--- src/rtl/inst_mem_loader_pkg.sv ---
// inst_loader_pkg: shared loader FSM states and stream-format constants
package inst_loader_pkg;
    typedef enum logic [2:0] {IDLE, HDR_LO, HDR_HI, DATA, WRITE, CHK, DONE, ERR} loader_state_t;
    localparam int HDR_BYTES      = 2;
    localparam int BYTES_PER_WORD = 4;
endpackage

--- src/rtl/inst_mem_loader_if.sv ---
// inst_mem_loader_if: byte stream in and instruction-memory word write port out
interface inst_mem_loader_if;
    logic        s_valid;
    logic [7:0]  s_data;
    logic        s_ready;
    logic        mem_we;
    logic [31:0] mem_addr;
    logic [31:0] mem_wdata;
    modport slave (input s_valid, s_data, output s_ready, mem_we, mem_addr, mem_wdata);
    modport master (output s_valid, s_data, input s_ready, mem_we, mem_addr, mem_wdata);
endinterface

--- src/rtl/inst_mem_loader_byte_word_packer.sv ---
// byte_word_packer: assembles four stream bytes little-endian into one word
module byte_word_packer (
    input  logic        clk,
    input  logic        rst_n,
    input  logic        clear,
    input  logic        en,
    input  logic [7:0]  din,
    output logic [31:0] word,
    output logic        word_full
);
    logic [1:0]  lane;
    logic [23:0] acc;
    // The fourth byte is never stored; it completes the word combinationally.
    assign word_full = en && lane == 2'd3;
    assign word = {din, acc};
    always_ff @(posedge clk or negedge rst_n) begin
        if (!rst_n) begin
            lane <= '0;
            acc  <= '0;
        end else if (clear) begin
            lane <= '0;
            acc  <= '0;
        end else if (en) begin
            lane <= lane + 2'd1;
            acc  <= lane == 2'd0 ? {acc[23:8], din} :
                    lane == 2'd1 ? {acc[23:16], din, acc[7:0]} :
                    lane == 2'd2 ? {din, acc[15:0]} : acc;
        end
    end
endmodule

--- src/rtl/inst_mem_loader.sv ---
// inst_mem_loader: loads a checksummed byte-stream image into instruction memory, holding the core until verified
module inst_mem_loader
    import inst_loader_pkg::*;
#(
    parameter int MEM_BYTES = 88,
    parameter int BASE_ADDR = 0,
    parameter int CNT_W     = 16
) (
    input  logic                clk,
    input  logic                rst_n,
    input  logic                start,
    inst_mem_loader_if.slave    bus,
    output logic                busy,
    output logic                done,
    output logic                err,
    output logic                cpu_hold
);
    localparam int MAX_WORDS = MEM_BYTES / BYTES_PER_WORD;
    loader_state_t    state, nxt;
    logic [CNT_W-1:0] cnt, word_idx, hdr;
    logic [7:0]       xsum;
    logic [31:0]      word;
    logic             acc, arm, word_full;
    assign bus.s_ready = state == HDR_LO || state == HDR_HI || state == DATA || state == CHK;
    assign acc       = bus.s_valid && bus.s_ready;
    assign arm       = start && (state == IDLE || state == DONE || state == ERR);
    assign hdr       = CNT_W'({bus.s_data, cnt[7:0]});
    assign bus.mem_we = state == WRITE;
    assign busy      = bus.s_ready || state == WRITE;
    assign done      = state == DONE;
    assign err       = state == ERR;
    assign cpu_hold  = state != DONE;
    byte_word_packer u_packer (
        .clk(clk), .rst_n(rst_n), .clear(arm), .en(acc && state == DATA),
        .din(bus.s_data), .word(word), .word_full(word_full)
    );
    always_ff @(posedge clk or negedge rst_n) begin
        if (!rst_n) state <= IDLE;
        else        state <= nxt;
    end
    always_comb begin
        nxt = state;
        case (state)
            IDLE, DONE, ERR: nxt = arm ? HDR_LO : state;
            HDR_LO: nxt = acc ? HDR_HI : state;
            HDR_HI: nxt = !acc ? state : hdr == '0 ? CHK : hdr > CNT_W'(MAX_WORDS) ? ERR : DATA;
            DATA:   nxt = word_full ? WRITE : state;
            WRITE:  nxt = word_idx + CNT_W'(1) == cnt ? CHK : DATA;
            CHK:    nxt = !acc ? state : bus.s_data == xsum ? DONE : ERR;
        endcase
    end
    always_ff @(posedge clk or negedge rst_n) begin
        if (!rst_n) begin
            cnt           <= '0;
            word_idx      <= '0;
            xsum          <= '0;
            bus.mem_addr  <= '0;
            bus.mem_wdata <= '0;
        end else begin
            if (arm) begin
                word_idx <= '0;
                xsum     <= '0;
            end
            if (acc && state == HDR_LO) cnt[7:0] <= bus.s_data;
            if (acc && state == HDR_HI) cnt <= hdr;
            if (acc && state == DATA) xsum <= xsum ^ bus.s_data;
            // Address and data are captured with the completing byte so they hold after the strobe.
            if (word_full) begin
                bus.mem_addr  <= 32'(BASE_ADDR) + 32'({word_idx, 2'b00});
                bus.mem_wdata <= word;
            end
            if (state == WRITE) word_idx <= word_idx + CNT_W'(1);
        end
    end
endmodule

--- src/flat_wrapper.sv ---
// flat-port wrapper written by rule: the top's interface ports become plain ports
module inst_mem_loader_flat import inst_loader_pkg::*;
#(
    parameter int MEM_BYTES = 88,
    parameter int BASE_ADDR = 0,
    parameter int CNT_W     = 16
)
  (clk, rst_n, start, busy, done, err, cpu_hold, bus_s_valid, bus_s_data, bus_s_ready, bus_mem_we, bus_mem_addr, bus_mem_wdata);
  inst_mem_loader_if bus_i ();
  input  logic clk;
  input  logic rst_n;
  input  logic start;
  output logic busy;
  output logic done;
  output logic err;
  output logic cpu_hold;
  input wire logic [$bits(bus_i.s_valid)-1:0] bus_s_valid;
  input wire logic [$bits(bus_i.s_data)-1:0] bus_s_data;
  output wire logic [$bits(bus_i.s_ready)-1:0] bus_s_ready;
  output wire logic [$bits(bus_i.mem_we)-1:0] bus_mem_we;
  output wire logic [$bits(bus_i.mem_addr)-1:0] bus_mem_addr;
  output wire logic [$bits(bus_i.mem_wdata)-1:0] bus_mem_wdata;
  assign bus_i.s_valid = bus_s_valid;
  assign bus_i.s_data = bus_s_data;
  assign bus_s_ready = bus_i.s_ready;
  assign bus_mem_we = bus_i.mem_we;
  assign bus_mem_addr = bus_i.mem_addr;
  assign bus_mem_wdata = bus_i.mem_wdata;
  inst_mem_loader #(.MEM_BYTES(MEM_BYTES), .BASE_ADDR(BASE_ADDR), .CNT_W(CNT_W)) u_core (.clk(clk), .rst_n(rst_n), .start(start), .bus(bus_i), .busy(busy), .done(done), .err(err), .cpu_hold(cpu_hold));
endmodule
--- config.mk ---
export PLATFORM = sky130hd
export DESIGN_NAME = inst_mem_loader_flat
export DESIGN_NICKNAME = d
export VERILOG_FILES = /design/src/rtl/inst_mem_loader_pkg.sv /design/src/rtl/inst_mem_loader_if.sv /design/src/rtl/inst_mem_loader_byte_word_packer.sv /design/src/rtl/inst_mem_loader.sv /design/src/flat_wrapper.sv
export SDC_FILE = /design/constraint.sdc
export NUM_CORES = 1
export LEC_CHECK = 0
export CAP_MARGIN = 0
export CORE_MARGIN = 2
export CORE_UTILIZATION = 50
export DETAILED_ROUTE_END_ITERATION = 10
export PLACE_DENSITY_LB_ADDON = 0.15
export SETUP_SLACK_MARGIN = 0.4
export SYNTH_ARGS = -nofsm -noshare
export SYNTH_HDL_FRONTEND = slang
export SYNTH_HIERARCHICAL = 1
export SYNTH_SLANG_ARGS = --single-unit
--- constraint.sdc ---
create_clock -name clk -period 2.4 [get_ports clk]
set_input_delay 0.72 -clock clk [delete_from_list [all_inputs] [get_ports clk]]
set_output_delay 0.72 -clock clk [all_outputs]
set_load 0.02 [all_outputs]
After elaboration in Yosys (flattened, before gate mapping)

Index checks and enable logic that the tools add are counted.
Widths: inputs -> output; s select.

Input port bits: 12
Word-level logic and storage cells: 83
Bits in latches: 0
Bits in registers: 117
Memory bits (writable): 0
Memories: 0
Bits in read-only memories: 0
Output and inout port bits: 70

Add/subtract/negate cells: 2
Bitwise logic cells: 2
Shift-type cells: 0
Muxes and demuxes: 21
Order comparisons: 1
Reductions and logical operators: 26
Multipliers: 0
Div/mod/pow operators: 0
Equality and inequality tests: 20

Operators with widths:

| cell                  | count |
|---|---|
| $mux 24               | 5 |
| $mux 16               | 2 |
| $mux 3                | 8 |
| $pmux 3 s6            | 1 |
| $add 16x1->16 const B | 1 |
| $eq 16x16->1          | 1 |
| $gt 16x5->1 const B   | 1 |
| $logic_not 16->1      | 1 |
| $mux 8                | 2 |
| $ne 2x1->1 const B    | 7 |
| $eq 3x3->1 const B    | 4 |
| $reduce_bool 2->1     | 5 |
| $eq 8x8->1            | 1 |
| $xor 8x8->8           | 1 |
| $eq 3x2->1 const B    | 2 |
| $logic_and 1x1->1     | 6 |
| $logic_or 1x1->1      | 6 |
| $reduce_and 5->1      | 1 |
| $eq 2x2->1 const B    | 2 |
| $mux 2                | 2 |
| $reduce_and 2->1      | 2 |
| $reduce_and 4->1      | 1 |
| $eq 3x1->1 const B    | 1 |
| $logic_not 3->1       | 1 |
| other kinds (8)       | 8 |

Depth between registers and ports, before layout

Gate-level depths: netlist (run 1).

Depth in word-level cells: 9
Depth in mapped cells: 12

Modules after synthesis

The synthesis (run 1) kept the hierarchy.

By module, submodules not included:

| module           | cells an instance | area each (µm²) | seq. area each (µm²) | instances |
|---|---|---|---|---|
| inst_mem_loader  | 426               | 4625.7          | 2277.2               | 1 |
| byte_word_packer | 122               | 1488.9          | 650.6                | 1 |

Worst setup path before layout (run 1)

Ideal clock, no wire load.

Path type: register -> register
Start point: register u_core.state[2]
End point: register u_core.bus.mem_addr[10]
Arrival: 2.364 ns
Path buffers: 3
Stages on the path, launching flop included: 9
Period minus slack after synthesis: 2.488 ns
Setup time: 0.125 ns
Slack: -0.088 ns
Path through: dfrtp_1 -> clkbuf_1 -> nor2_1 -> nand3_1 -> inv_1 -> and2_1 -> buf_1 -> buf_1 -> mux2_2

Word-level cells in the longest chain between the ends: 7

RTL lines:

| element                                         | line                                   | text |
|---|---|---|
| from (decl)                                     | inst_mem_loader.sv:19                  | `loader_state_t state, nxt;` |
| from (signal assigned)                          | inst_mem_loader.sv:39                  | `else state <= nxt;` |
| $eq 3x1->1 / $eq 3x2->1 (equally long branches) | inst_mem_loader.sv:24                  | `assign bus.s_ready = state == HDR_LO \|\| state == HDR_HI \|\| state == DATA \|\| state == CHK;` |
| $logic_or 1x1->1 (3 in series)                  | inst_mem_loader.sv:24                  |  |
| $logic_and 1x1->1                               | inst_mem_loader.sv:25                  | `assign acc = bus.s_valid && bus.s_ready;` |
| $logic_and 1x1->1 (*)                           | inst_mem_loader.sv:34                  | `.clk(clk), .rst_n(rst_n), .clear(arm), .en(acc && state == DATA),` |
| $logic_and 1x1->1 (*)                           | inst_mem_loader_byte_word_packer.sv:14 | `assign word_full = en && lane == 2'd3;` |
| named net u_core.word_full                      | inst_mem_loader.sv:23                  | `logic acc, arm, word_full;` |
| to (signal assigned)                            | inst_mem_loader.sv:69                  | `bus.mem_addr <= 32'(BASE_ADDR) + 32'({word_idx, 2'b00});` |
| to (decl)                                       | inst_mem_loader_if.sv:9                | `modport slave (input s_valid, s_data, output s_ready, mem_we, mem_addr, mem_wdata);` |

Mark *: on every way through the listed nets, which the timed path passes. The rest lies on a longest branch.
A chain may end at the register's enable or synchronous reset.

Final worst setup path (run 1)

Start point: register u_core.state[0]
End point: output port busy

Word-level cells in the longest chain between the ends: 5

RTL lines:

| element                                         | line                  | text |
|---|---|---|
| $eq 3x1->1 / $eq 3x2->1 (equally long branches) | inst_mem_loader.sv:24 |  |
| $logic_or 1x1->1 (3 in series)                  | inst_mem_loader.sv:24 |  |
| $logic_or 1x1->1 (*)                            | inst_mem_loader.sv:29 | `assign busy = bus.s_ready \|\| state == WRITE;` |
| to (decl)                                       | flat_wrapper.sv:13    | `output logic busy;` |

Every way passes the cells marked *; elsewhere a longest branch is shown, timed or not.

==> flow_metrics.py, run 1 <==
metrics = {
    "status": {
        "outcome": "finished clean",
    },
    "sta": {
        "drv_slew": 0,
        "setup_violations": 0,
        "setup_tns_ns": 0,
        "timing_hold_violations_final": 0,
        "fin_skew_ns": 0.0184,
        "rsz0062_at_grt": "true",
        "tightest_slew_ns": 0.580,
        "max_freq_mhz": 476,
        "hold_ws_ns": 0.208,
        "finalCritPeriodShare": 0.876,
        "max_slew_margin": 0.613,
        "period_minus_slack_ns": 2.10,
    },
    "worst_setup_path": {
        "critPathKind": "reg2out",
        "worstPathRequired_ns": 1.68,
        "r2r-start": "u_core/word_idx[3]",
        "critPathLaunchType": "flip-flop",
        "worstRegToRegCells": 7,
        "cp_max_fo": 4,
        "worstPathArrival_ns": 1.38,
        "timing.reg2reg.setup_slack_ns": 0.38,
        "worstReg2RegEnd": "u_core/state[1]",
        "critPathCaptureType": "output pin",
    },
    "synth": {
        "synth-edff-count": 0,
        "netlist_area_um2": 6110,
        "synthCells": 548,
        "ys.flop_type": "dfrtp_1",
        "yosysSeqAreaShare": 0.479,
        "avgSynthCellArea_um2": 11.2,
        "async_flop_share": 1.00,
        "yosysWarnings": 6,
        "ys_types": 61,
        "synth-seq-cells": 117,
    },
    "finish": {
        "nets": 674,
        "drive_gt1_frac": 0.325,
        "area_delta_synth_final_pct": 29.7,
        "n_antenna_cell": 0,
        "nFillCells": 961,
    },
    "routing": {
        "drt_iter0_markers": 209,
        "drt_pass1_iterations": 4,
        "wire_per_inst_um": 17.8,
        "num_vias": 4627,
        "routed_wl_um": 14500,
        "drtAntennaViolNets": 0,
        "via_per_inst": 5.68,
        "drcViolationCount": 0,
    },
    "cts": {
        "ctsLongestPathBuffers": 2,
        "htree_levels": 4,
        "clkTransAtPathRegs_ns": 0.05,
        "clock_latency_ns": 0.42,
        "clockRootBuffer": "clkbuf_16",
        "cts_sinks": 117,
        "hold_buffers": 0,
        "cts_made_buffers": 17,
        "tritoncts": "built",
    },
    "die": {
        "die_height_um": 115,
        "die_area_um2": 13100,
        "fp.coreArea_um2": 12000,
        "num_rows": 40,
        "ios": 82,
        "initial_core_util": 0.511,
        "die_w_um": 115,
    },
    "global_routing": {
        "grt_overflow_total": 0,
        "grt_pass1_vias": 4558,
        "track_usage": 0.232,
        "antenna_found_initial": 0,
        "grt_max_degree": 42,
        "grt_pass1_wl_um": 23600,
    },
    "pwr": {
        "vdd_drop_max_v": 0.000767,
        "powerDensity_nw_per_um2": 1070,
        "p_leak_uw": 0.00381,
    },
    "hold_path": {
        "holdCritPathClass": "in2async",
    },
    "job": {
        "maxCapViolCount": 0,
    },
    "place": {
        "gp_congestion": 0.902,
        "port_buffers": 65,
        "dpl.hpwl_um": 9470,
    },
}
[what timing repair did]
item,CTS,global route
setup endpoints to repair,71,67
setup buffers,17,9
pin swaps,12,11
gates resized for setup,105,19
cloned,0,0
[state kept, by name, indices dropped and copies added (netlist names)]
signal	count
u_core/u_packer/lane	2
u_core/bus.mem_wdata	32
u_core/cnt	16
u_core/u_packer/acc	24
u_core/xsum	8
u_core/bus.mem_addr	16
u_core/word_idx	16
u_core/state	3
[report_power, final]
group | switching (uW) | internal (uW) | total (uW)
sequential | 380 | 2390 | 2770
clock | 871 | 2030 | 2900
combinational | 1440 | 1350 | 2790
[layer usage]
layer  wire (um)  part of all wire  GRT usage
met4         325             0.022     0.0943
met1        6370              0.44      0.304
met5           0                 0          0
met3         697             0.048     0.0540
met2        7100              0.49      0.371
[cells in the mapped netlist, drive strengths merged, types with 6 or more instances]
cell type | instances | area, um^2
dfrtp | 117 | 2930
mux2 | 71 | 800
o21ai | 49 | 245
buf | 43 | 305
nor2 | 33 | 124
nand2 | 29 | 109
mux2i | 20 | 200
nand2b | 19 | 126
inv | 14 | 52.6
clkbuf | 11 | 51.3
nand3 | 11 | 72.6
xnor2 | 11 | 96.3
and3b | 9 | 78.8
nand4bb | 8 | 90.1
or4b | 8 | 80.1
xor2 | 8 | 70.1
a21oi | 7 | 35.0
ha | 7 | 87.6
nor3 | 7 | 35.0
a31oi | 6 | 37.5
and3 | 6 | 38.8
nand4 | 6 | 37.5
nor4 | 6 | 52.6
o31ai | 6 | 45.0
[final cells by class]
cell class	count	area, um^2	area share
multi-input cells	378	2970	0.374
flip-flops and latches	117	2940	0.371
repair buffers	127	1100	0.139
clock buffers	24	482	0.0607
clock inverters	8	194	0.0245
well taps	147	184	0.0232
inverters	14	55.1	0.00694
[worst max-delay path by stage]
stage,from,endpoint,slack (ns),depth (start not counted)
floorplan,u_core/state[2],u_core/state[1],0.40,11
global placement,bus_s_data[6],u_core/state[1],-0.14,9
detailed placement,bus_s_data[6],u_core/state[1],-0.26,9
CTS,u_core/state[1],busy,0.28,4
global route,u_core/word_idx[0],u_core/state[2],0.27,8
finish,u_core/state[0],busy,0.30,4
[metrics by stage]
stage               total power, uW   util  std cells  instance area, um^2  setup slack, ns
detailed placement             5310  0.586        757                 7010           -0.261
finish                         8460  0.663        815                 7930            0.297
CTS                            8320  0.652        806                 7800            0.283
floorplan                      4470      -        563                 6220            0.397
global route                   8890  0.663        815                 7930            0.268
global placement               5210  0.586        757                 7010           -0.143
[logic make-up (layout without fill, tap and decap cells)]
group,Yosys count,count (layout),share of synthesized area
compound gates,86,86,0.0859
other cells,1,16,0.000613
xor+xnor,19,19,0.0272
buf+inv,68,173,0.0669
simple gates,159,159,0.163
fa+ha+maj,7,7,0.0143
mux,91,91,0.163
flops,117,117,0.479
[cells in the final DEF, fill, tap and decap left out, types with 3 or more instances in the layout]
master and instances:
dfrtp_1 106, mux2_2 68, buf_4 60, dlygate4sd2_1 51, o21ai_0 46, nor2_1 29
nand2_1 27, mux2i_1 20, nand2b_1 18, clkbuf_16 17, conb_1 16, inv_1 11
dfrtp_2 11, xnor2_1 10, and3b_1 9, xor2_1 8, or4b_1 8, nand4bb_1 8
bufinv_16 6, a31oi_1 6, o31ai_1 6, nand4_1 6, nand3_1 6, nor3_1 6
a21oi_1 6, ha_1 6, clkbuf_1 4, clkdlybuf4s50_1 4, buf_6 4, nor3b_1 4
buf_12 4, clkbuf_8 3, dlymetal6s2s_1 3, nand3_2 3, nor2_2 3, and3_1 3
nor4_1 3, o22ai_1 3, mux2_1 3
[worst max-delay path: stages (launching register included)]
cell,delay (ns)
dfrtp_2,0.45
buf_6,0.14
nor3_4,0.15
a21oi_2,0.06
buf_4,0.16
Note: power is estimated with default switching activity, not from simulation.
==> run 2: changes to the inputs <==
==> constraint.sdc (replaced) <==
create_clock -name clk -period 1.89 [get_ports clk]
set_input_delay 0.567 -clock clk [delete_from_list [all_inputs] [get_ports clk]]
set_output_delay 0.567 -clock clk [all_outputs]
set_load 0.02 [all_outputs]
==> run 2 against run 1 <==
Highest routed layer unchanged. Sequential power grew 31%. Clock power up 24%. Global-route usage is 6.1 points higher. Via count grew 16%. The run now ends with setup timing left. Clock skew decreased by 0.011 ns. First-iteration DRC count grew 100%. Core utilization rose by 16 points. Routed wire length grew 37%. Combinational power rose by 110%. Power increased by 54%. Sequential share of layout area fell by 7.4 points. Non-clock buffer count is 119 higher.
==> flow_metrics.py, run 2 (synthesis results as in run 1) <==
metrics = {
    "status": {
        "outcome": "complete, but fails checks",
        "violations": "setup timing",
    },
    "worst_setup_path": {
        "worstRegToRegCells": 11,
        "r2r-start": "u_core/state[2]",
        "critical_path.max_stage_delay_ns": 0.48,
        "critPathKind": "reg2reg",
        "critPathCaptureType": "flip-flop",
        "worstReg2RegEnd": "u_core/state[1]",
        "worstPathArrival_ns": 2.45,
        "cp_max_fo": 7,
        "timing.reg2reg.setup_slack_ns": -0.26,
        "critPathSlowestCell": "dfrtp_2",
        "worstPathRequired_ns": 2.19,
        "critPathLaunchType": "flip-flop",
        "crit_chain": "buf_6 > nor2_4 > nand3_4 > inv_4 > and2_4 > o22ai_1 > nand2_1 > o221ai_2 > o21ai_1 > o311ai_0 > a21o_1",
    },
    "pwr": {
        "powerDensity_nw_per_um2": 1320,
        "p_leak_uw": 0.00463,
        "vdd_drop_max_v": 0.000744,
        "p_total_uw": 13100,
    },
    "routing": {
        "drt_pass1_iterations": 5,
        "wire_per_inst_um": 21.2,
        "via_per_inst": 5.74,
        "drtAntennaViolNets": 0,
        "drt_iter0_markers": 421,
        "routed_wl_um": 19800,
        "num_vias": 5368,
        "drcViolationCount": 0,
    },
    "finish": {
        "nFillCells": 593,
        "drive_gt1_frac": 0.547,
        "final_cell_mix": "buf_4 (125), dfrtp_1 (112), buf_6 (92)",
        "largest-register": "u_core/bus.mem_wdata",
        "area_delta_synth_final_pct": 61.7,
        "final_common_cell": "buf_4",
        "nets": 794,
        "reg.largest.list": "u_core/bus.mem_wdata (32), u_core/u_packer/acc (24)",
        "largest_reg_flops": 32,
        "n_antenna_cell": 0,
    },
    "sta": {
        "timing.final.ws_setup_ns": -0.257,
        "finalCritPeriodShare": 1.14,
        "setup_violations": 43,
        "fin_skew_ns": 0.00695,
        "hold_ws_ns": 0.0734,
        "drv_slew": 0,
        "period_minus_slack_ns": 2.15,
        "timing_hold_violations_final": 0,
        "rsz0062_at_grt": "true",
        "max_freq_mhz": 466,
    },
    "cts": {
        "cts_sinks": 117,
        "clockRootBuffer": "clkbuf_16",
        "hold_buffers": 0,
        "clkTransAtPathRegs_ns": 0.06,
        "htree_levels": 4,
        "clock_latency_ns": 0.42,
        "tritoncts": "built",
        "cts_made_buffers": 17,
        "ctsLongestPathBuffers": 2,
    },
    "global_routing": {
        "track_usage": 0.293,
        "grt_overflow_total": 0,
        "grt_pass1_vias": 5450,
        "grt_pass1_wl_um": 29100,
        "antenna_found_initial": 0,
        "grt_max_degree": 38,
    },
    "place": {
        "dpl.hpwl_um": 10700,
        "preCtsSetupSlack_ns": -0.566,
        "port_buffers": 65,
        "gp_congestion": 0.876,
    },
    "hold_path": {
        "holdCritPathClass": "in2async",
    },
    "die": {
        "ios": 82,
        "num_rows": 40,
        "initial_core_util": 0.511,
        "die_w_um": 115,
        "die_area_um2": 13100,
        "die_height_um": 115,
        "fp.coreArea_um2": 12000,
    },
    "job": {
        "maxCapViolCount": 0,
    },
}
## run 2: changes by cell type in the layout (fill, tap and decap cells not counted), moves of 7 or more
cell	delta
buf_16	+7
buf_4	+65
buf_6	+88
dlygate4sd2_1	-48
mux2_2	-67
mux2_4	+70
o21ai_0	-41
o21ai_1	+16
o21ai_2	+23
## run 2: routing by layer
layer | vias up | track usage | share of wire
met5 | - | 0 | 0
met4 | 0 | 0.137 | 0.033
met3 | 53 | 0.0609 | 0.049
met2 | 193 | 0.485 | 0.51
met1 | 2738 | 0.366 | 0.41
li1 | 2384 | - | -
## run 2: layout make-up
| class | instances | area (um^2) | area share |
|---|---|---|---|
| timing repair buffer | 246 | 2500 | 0.253 |
| clock buffer | 20 | 457 | 0.0462 |
| multi-input combinational | 379 | 3550 | 0.359 |
| inverter | 14 | 62.6 | 0.00633 |
| clock inverter | 12 | 199 | 0.0201 |
| tap | 147 | 184 | 0.0186 |
| sequential | 117 | 2930 | 0.297 |
## run 2: metrics by stage
step / util / cells / TNS (ns) / area, um^2
6_report: 0.826 / 935 / -3.36 / 9890
5_1_grt: 0.826 / 935 / -6.06 / 9890
4_1_cts: 0.787 / 905 / -1.61 / 9420
3_5_place_dp: 0.653 / 817 / -24.47 / 7820
3_3_place_gp: 0.653 / 817 / -22.00 / 7820
2_1_floorplan: - / 563 / -0.0298 / 6640
## run 2: worst max path at each step
stage | from | endpoint | depth (start not counted)
detailed placement | bus_s_data[1] | u_core/state[1] | 8
global placement | bus_s_data[1] | u_core/state[1] | 8
finish | u_core/state[2] | u_core/state[1] | 11
floorplan | u_core/word_idx[1] | u_core/state[1] | 7
global route | u_core/word_idx[1] | u_core/state[2] | 8
CTS | u_core/state[2] | busy | 4
## run 2: repair_timing
item	in CTS	in global routing
cloned	10	0
resized for setup	444	61
buffers inserted	46	30
setup endpoints to repair	171	171
pin swaps	23	23
## run 2: worst max-delay path, delay by kind of cell, from the launching register on
family,cells,cell delay (ns)
AO/OA/AOI/OAI,5,0.87
flip-flops,1,0.48
AND/OR/NAND/NOR,4,0.47
buffers and inverters,2,0.21
## run 2: report_power, final
part           leakage (uW)  total (uW)  internal [uW]  switching [uW]
clock              0.000321        3590           2410            1180
sequential          0.00157        3640           3030             606
combinational       0.00274        5820           3120            2700
total               0.00463       13100           8570            4480
